<file path="config.mk">
export PLATFORM = sky130hd
export DESIGN_NAME = redux_ctrl
export DESIGN_NICKNAME = d
export VERILOG_FILES = /design/src/rtl/redux_pkg.sv /design/src/rtl/redux_alu.sv /design/src/rtl/redux_ctrl.sv
export SDC_FILE = /design/constraint.sdc
export NUM_CORES = 1
export LEC_CHECK = 0
export ABC_CLOCK_PERIOD_IN_PS = 3200
export CAP_MARGIN = 20
export CORE_MARGIN = 10
export CORE_UTILIZATION = 40
export CTS_BUF_LIST = sky130_fd_sc_hd__clkbuf_8 sky130_fd_sc_hd__clkbuf_16
export DETAILED_ROUTE_END_ITERATION = 7
export HOLD_SLACK_MARGIN = 0.12
export PLACE_DENSITY = 0.8
export SYNTH_ARGS = -nofsm -noshare
export SYNTH_HDL_FRONTEND = slang
export SYNTH_SLANG_ARGS = --single-unit
</file>
<file path="constraint.sdc">
create_clock -name clk -period 3.2 [get_ports clk]
set_clock_uncertainty 0.2 [all_clocks]
set_input_delay 0.48 -clock clk [delete_from_list [all_inputs] [get_ports clk]]
set_output_delay 0.48 -clock clk [all_outputs]
set_load 0.1 [all_outputs]
</file>
<file path="src/rtl/redux_pkg.sv">
// Shared definitions for the Redux-V controller: opcode constants,
// controller state encoding and ALU operation select.
package redux_pkg;

  localparam logic [3:0] OP_BRZR = 4'h0;
  localparam logic [3:0] OP_JI   = 4'h1;
  localparam logic [3:0] OP_LD   = 4'h2;
  localparam logic [3:0] OP_ST   = 4'h3;
  localparam logic [3:0] OP_ADDI = 4'h4;
  localparam logic [3:0] OP_NOT  = 4'h5;
  localparam logic [3:0] OP_AND  = 4'h6;
  localparam logic [3:0] OP_OR   = 4'h7;
  localparam logic [3:0] OP_XOR  = 4'h8;
  localparam logic [3:0] OP_ADD  = 4'h9;
  localparam logic [3:0] OP_SUB  = 4'hA;
  localparam logic [3:0] OP_SLR  = 4'hB;
  localparam logic [3:0] OP_SRR  = 4'hC;
  localparam logic [3:0] OP_NOPD = 4'hD;
  localparam logic [3:0] OP_NOPE = 4'hE;
  localparam logic [3:0] OP_HALT = 4'hF;

  typedef enum logic [2:0] {
    ST_FETCH,
    ST_DECODE,
    ST_EXEC,
    ST_MEM,
    ST_WB,
    ST_HALT
  } ctrl_state_t;

  typedef enum logic [2:0] {
    ALU_ADD,
    ALU_SUB,
    ALU_AND,
    ALU_OR,
    ALU_XOR,
    ALU_NOT,
    ALU_SLR,
    ALU_SRR
  } alu_op_t;

endpackage

</file>
<file path="src/rtl/redux_alu.sv">
// Combinational 8-bit ALU for the Redux-V core. All arithmetic wraps mod 256.
// Build option: REDUX_SHIFT_EN adds the logical left/right shifter.
module redux_alu
  import redux_pkg::*;
(
  input  logic [7:0] a_i,
  input  logic [7:0] b_i,
  input  alu_op_t    op_i,
  output logic [7:0] y_o
);

  // Select the result for the requested operation; shifts use only b[2:0].
  always_comb begin
    y_o = 8'h00;
    case (op_i)
      ALU_ADD: y_o = a_i + b_i;
      ALU_SUB: y_o = a_i - b_i;
      ALU_AND: y_o = a_i & b_i;
      ALU_OR:  y_o = a_i | b_i;
      ALU_XOR: y_o = a_i ^ b_i;
      ALU_NOT: y_o = ~b_i;
`ifdef REDUX_SHIFT_EN
      ALU_SLR: y_o = a_i << b_i[2:0];
      ALU_SRR: y_o = a_i >> b_i[2:0];
`endif
      default: y_o = 8'h00;
    endcase
  end

endmodule

</file>
<file path="src/rtl/redux_ctrl.sv">
// Multi-cycle fetch/decode/execute controller for the Redux-V 8-bit core.
// Drives the register bank, instruction memory and data memory; both
// memories are synchronous-read with one cycle of latency.
// Build option: REDUX_SHIFT_EN enables SLR/SRR; otherwise they act as NOPs.
module redux_ctrl
  import redux_pkg::*;
#(
  parameter logic [7:0] RESET_PC = 8'h00
) (
  input  logic       clk,
  input  logic       reset,
  output logic [7:0] pc_out,
  input  logic [7:0] instr,
  output logic [1:0] r_a,
  output logic [1:0] r_b,
  input  logic [7:0] rf_a,
  input  logic [7:0] rf_b,
  output logic [1:0] write_addr,
  output logic [7:0] write_data,
  output logic       write_enable,
  output logic [7:0] dmem_addr,
  output logic [7:0] dmem_wdata,
  output logic       dmem_we,
  input  logic [7:0] dmem_rdata,
  output logic       halted
);

  ctrl_state_t state_q, state_d;
  logic [7:0]  pc_q, pc_d;
  logic [7:0]  ir_q, ir_d;
  logic [7:0]  result_q, result_d;

  logic [3:0]  opc;
  logic        is_alu;
  alu_op_t     alu_op;
  logic [7:0]  alu_b;
  logic [7:0]  alu_y;
  logic [7:0]  pc_inc;

  assign opc    = ir_q[7:4];
  assign pc_inc = pc_q + 8'd1;

  // Map the opcode onto an ALU operation; ADDI feeds the zero-extended immediate.
  always_comb begin
    is_alu = 1'b0;
    alu_op = ALU_ADD;
    alu_b  = rf_b;
    case (opc)
      OP_ADDI: begin is_alu = 1'b1; alu_op = ALU_ADD; alu_b = {6'd0, ir_q[1:0]}; end
      OP_NOT:  begin is_alu = 1'b1; alu_op = ALU_NOT; end
      OP_AND:  begin is_alu = 1'b1; alu_op = ALU_AND; end
      OP_OR:   begin is_alu = 1'b1; alu_op = ALU_OR;  end
      OP_XOR:  begin is_alu = 1'b1; alu_op = ALU_XOR; end
      OP_ADD:  begin is_alu = 1'b1; alu_op = ALU_ADD; end
      OP_SUB:  begin is_alu = 1'b1; alu_op = ALU_SUB; end
`ifdef REDUX_SHIFT_EN
      OP_SLR:  begin is_alu = 1'b1; alu_op = ALU_SLR; end
      OP_SRR:  begin is_alu = 1'b1; alu_op = ALU_SRR; end
`endif
      default: is_alu = 1'b0;
    endcase
  end

  redux_alu u_alu (
    .a_i  (rf_a),
    .b_i  (alu_b),
    .op_i (alu_op),
    .y_o  (alu_y)
  );

  // Next-state, PC, IR and result-register sequencing.
  always_comb begin
    state_d  = state_q;
    pc_d     = pc_q;
    ir_d     = ir_q;
    result_d = result_q;
    case (state_q)
      ST_FETCH:  state_d = ST_DECODE;
      ST_DECODE: begin
        ir_d    = instr;
        state_d = ST_EXEC;
      end
      ST_EXEC: begin
        case (opc)
          OP_BRZR: begin
            pc_d    = (rf_a == 8'h00) ? rf_b : pc_inc;
            state_d = ST_FETCH;
          end
          OP_JI: begin
            // Relative to the JI instruction's own address.
            pc_d    = pc_q + {{4{ir_q[3]}}, ir_q[3:0]};
            state_d = ST_FETCH;
          end
          OP_LD: begin
            pc_d    = pc_inc;
            state_d = ST_MEM;
          end
          OP_HALT: state_d = ST_HALT;
          default: begin
            pc_d = pc_inc;
            if (is_alu) begin
              result_d = alu_y;
              state_d  = ST_WB;
            end else begin
              state_d  = ST_FETCH;
            end
          end
        endcase
      end
      ST_MEM: begin
        result_d = dmem_rdata;
        state_d  = ST_WB;
      end
      ST_WB:   state_d = ST_FETCH;
      ST_HALT: state_d = ST_HALT;
      default: state_d = ST_FETCH;
    endcase
  end

  // Architectural state; reset aborts any instruction in flight.
  always_ff @(posedge clk or negedge reset) begin
    if (!reset) begin
      state_q  <= ST_FETCH;
      pc_q     <= RESET_PC;
      ir_q     <= 8'h00;
      result_q <= 8'h00;
    end else begin
      state_q  <= state_d;
      pc_q     <= pc_d;
      ir_q     <= ir_d;
      result_q <= result_d;
    end
  end

  // Strobes decode from state and IR only, so an async reset drops them at once.
  assign pc_out       = pc_q;
  assign r_a          = ir_q[3:2];
  assign r_b          = ir_q[1:0];
  assign write_addr   = ir_q[3:2];
  assign write_data   = result_q;
  assign write_enable = (state_q == ST_WB);
  assign dmem_addr    = rf_b;
  assign dmem_wdata   = rf_a;
  assign dmem_we      = (state_q == ST_EXEC) && (opc == OP_ST);
  assign halted       = (state_q == ST_HALT);

endmodule
</file>
==> flow_summary_export.csv <==
group,metric,value,unit
run_status,status,"finished with violations",
run_status,violations,"negative setup slack",
floorplanning,num_io_pins,75,
grt,grt_pass1_wl,16.34,mm
floorplanning,coreArea,7807,µm²
clocking,cts_hold_buffers,0,
floorplanning,start_util,0.4139,
timing,rsz0062_at_grt,"yes",
logic_synthesis,synth_nets,458,
logic_synthesis,netlist_instances,389,
clocking,cts_root_buffer,"clkbuf_8",
logic_synthesis,syn_avg_cell_area,8.308,µm²
routing,wl_per_cell,17.56,µm
hold_path,hold_depth,1,
floorplanning,die_h,109.9,µm
timing,worst_slack,-0.09248,ns
logic_synthesis,ys_ff_latch,27,
cells_and_area,fin_cells,570,
timing,relSlewSlack,0.5080,
clocking,numCtsBuffers,3,
run,maxCapViolCount,0,
critical_path,worstSetupPathType,"flop to flop",
timing,min_period,3.292,ns
grt,grtUsageTotal,0.1654,
hold_path,hold_class,"flop to flop",
clocking,cts.path.max_buffers,2,
placement,dp.cells,564,
clocking,numClockSinks,27,
cells_and_area,drive_gt1_frac,0.2628,
grt,grt_max_degree,28,
logic_synthesis,synth_edf_count,0,
grt,antenna_found_initial,0,
placement,port_buffers,74,
routing,viasPerCell,5.688,
timing,slew_violations,0,
floorplanning,num_rows,32,
cells_and_area,diodes,0,
logic_synthesis,synthArstFlopShare,1.000,
placement,placed_cell_area,4046,µm²
routing,drt_iter0_markers,315,
critical_path,crit_fanout,4,
routing,drcViolationCount,0,
critical_path,required,3.17,ns
logic_synthesis,syn_area,3232,µm²
timing,finalCritPeriodShare,1.029,
critical_path,crit_path_end_kind,"flop",
critical_path,cp-start-kind,"flop",
logic_synthesis,synth_cell_types,64,
cells_and_area,syn2layout_area_growth,27.84,%
clocking,clk_pin_slew,0.10,ns
routing,wl,10.01,mm
timing,fmaxAchievable,0.3037,GHz
clocking,clock_latency,0.28,ns
clocking,cts_tree,"done",
cells_and_area,layout.nets,538,
grt,overflow,0,
timing,setup_tns,-0.2747,ns
placement,gpl.final_weighted_congestion,0.9132,
logic_synthesis,synth-main-ff-cell,"dfrtp_1",
cells_and_area,design_area,4131,µm²
timing,finalSetupViolCount,4,
floorplanning,die_x,109.9,µm
floorplanning,die-area,12070,µm²
logic_synthesis,yosysWarningCount,0,
critical_path,arrival,3.27,ns
routing,ant_nets,0,
timing,hold_violations,0,
grt,grt_pass1_vias,3281,
logic_synthesis,ys_seq_area_frac,0.2091,
routing,via_count,3242,
critical_path,reg2reg_depth,14,
timing,worst_slew_pin_slew,0.7303,ns
placement,dpl.hpwl,8.073,mm
clocking,h-tree-depth,1,
routing,first_pass_iters,6,
[stage by stage]
step	utilization	hold slack (ns)	setup WS, ns
final	0.5292	0.3312	-0.09248
after floorplan	-	-0.01559	-0.2177
after global routing	0.5292	0.3765	-0.3071
after CTS	0.5284	0.3367	-0.06998
after global placement	0.5183	0.2974	-0.2189
after detailed placement	0.5183	0.3097	-0.2996
[cells in the final DEF, fill, tap and decap left out, types with 3 or more instances in the layout]
cell             count
a211oi_1             3
a21oi_1             18
a222oi_1             3
a22o_1               4
a22oi_1              4
a31oi_1              4
a32oi_1              4
and2_1               3
buf_4               78
clkbuf_8             3
clkdlybuf4s50_1     33
dfrtp_1             26
ha_1                32
inv_1               27
mux2_2              15
mux2i_1              4
nand2_1             26
nand2b_1             5
nand3_1              8
nand3b_1             4
nor2_1              30
nor2b_1              5
nor3_1               7
nor4_1               5
o21a_1               3
o21ai_0             23
o22ai_1              8
o31a_1               4
or2_2                3
or3_1                4
xnor2_1              8
xor2_1               8
[synth_stat cells, types with 4 or more instances]
library cell	n	share of area
a211oi_1	4	0.0093
a21oi_1	19	0.029
a22o_1	4	0.011
a22oi_1	4	0.0093
a31oi_1	4	0.0077
a32oi_1	4	0.011
and2_1	4	0.0077
buf_4	26	0.060
clkbuf_1	5	0.0058
dfrtp_1	27	0.21
ha_1	33	0.13
inv_1	27	0.031
mux2_2	15	0.052
mux2i_1	5	0.015
nand2_1	26	0.030
nand2b_1	5	0.0097
nand3_1	8	0.012
nand3b_1	4	0.0093
nor2_1	31	0.036
nor2b_1	5	0.0097
nor3_1	7	0.011
nor4_1	6	0.012
o21ai_0	25	0.039
o22ai_1	8	0.015
o31a_1	4	0.011
or3_1	4	0.0077
xnor2_1	8	0.022
xor2_1	8	0.022
[state kept, by name, summed over array words and instances, names as in the netlist]
register and count:
ir_q 8, pc_out 8, write_data 8, state_q 3
[critical path: stages (launching register included)]
cell      delay (ns)
dfrtp_2         0.45
nor4b_4         0.36
nand2_1         0.12
and2_4          0.16
ha_4            0.26
nor2_2          0.03
a21oi_2         0.14
inv_1           0.06
ha_1            0.26
nor2b_1         0.13
o21a_1          0.18
o31a_1          0.28
o41ai_2         0.26
nand4b_1        0.13
nor3b_2         0.16
[layer usage]
| metal | track usage | vias up | part of all wire |
|---|---|---|---|
| met2 | 0.2701 | 148 | 0.48 |
| li1 | - | 1553 | - |
| met3 | 0.02750 | 29 | 0.074 |
| met5 | 0 | - | 0 |
| met4 | 0.05669 | 0 | 0.028 |
| met1 | 0.2151 | 1512 | 0.42 |
[cell type report]
class | count | area (µm²)
fillers | 725 | 3676
multi-input cells | 298 | 2243
repair buffers | 112 | 935.9
flip-flops and latches | 27 | 676.9
well taps | 102 | 127.6
inverters | 27 | 101.3
clock buffers | 3 | 41.29
clock inverters | 1 | 5.005
[path summary, 6_finish.rpt]
check	startpoint	end	slack, ns
worst max-delay path	ir_q[7]	write_data[7]	-0.09
worst min-delay path	write_data[0]	write_data[0]	0.33
worst max register to register	ir_q[7]	write_data[7]	-0.09
worst min register to register	write_data[0]	write_data[0]	0.33
max in group asynchronous	reset	ir_q[7]	2.15
min in group asynchronous	reset	state_q[2]	0.37
[kinds of logic (layout without fill, tap and decap cells)]
kind of cell / after synthesis / after routing / synth area share
muxes: 20 / 20 / 0.06775
adders and majority gates: 35 / 35 / 0.1401
and+or+nand+nor: 122 / 122 / 0.2052
AOI/OAI and AO/OA: 105 / 105 / 0.2218
DFF: 27 / 27 / 0.2091
buffers and inverters: 64 / 143 / 0.1127
xor gates and xnor gates: 16 / 16 / 0.04336
[repair_timing]
item / 4_1_cts / 5_1_grt
gates cloned: 0 / 0
pin swaps: 5 / 8
endpoints found under the setup margin: 3 / 7
gates resized for setup: 4 / 3
buffers inserted: 2 / 0
Power is left out: the tool's default activity adds up to more than one toggle a clock period on the data nets, which glitch-free logic cannot reach.
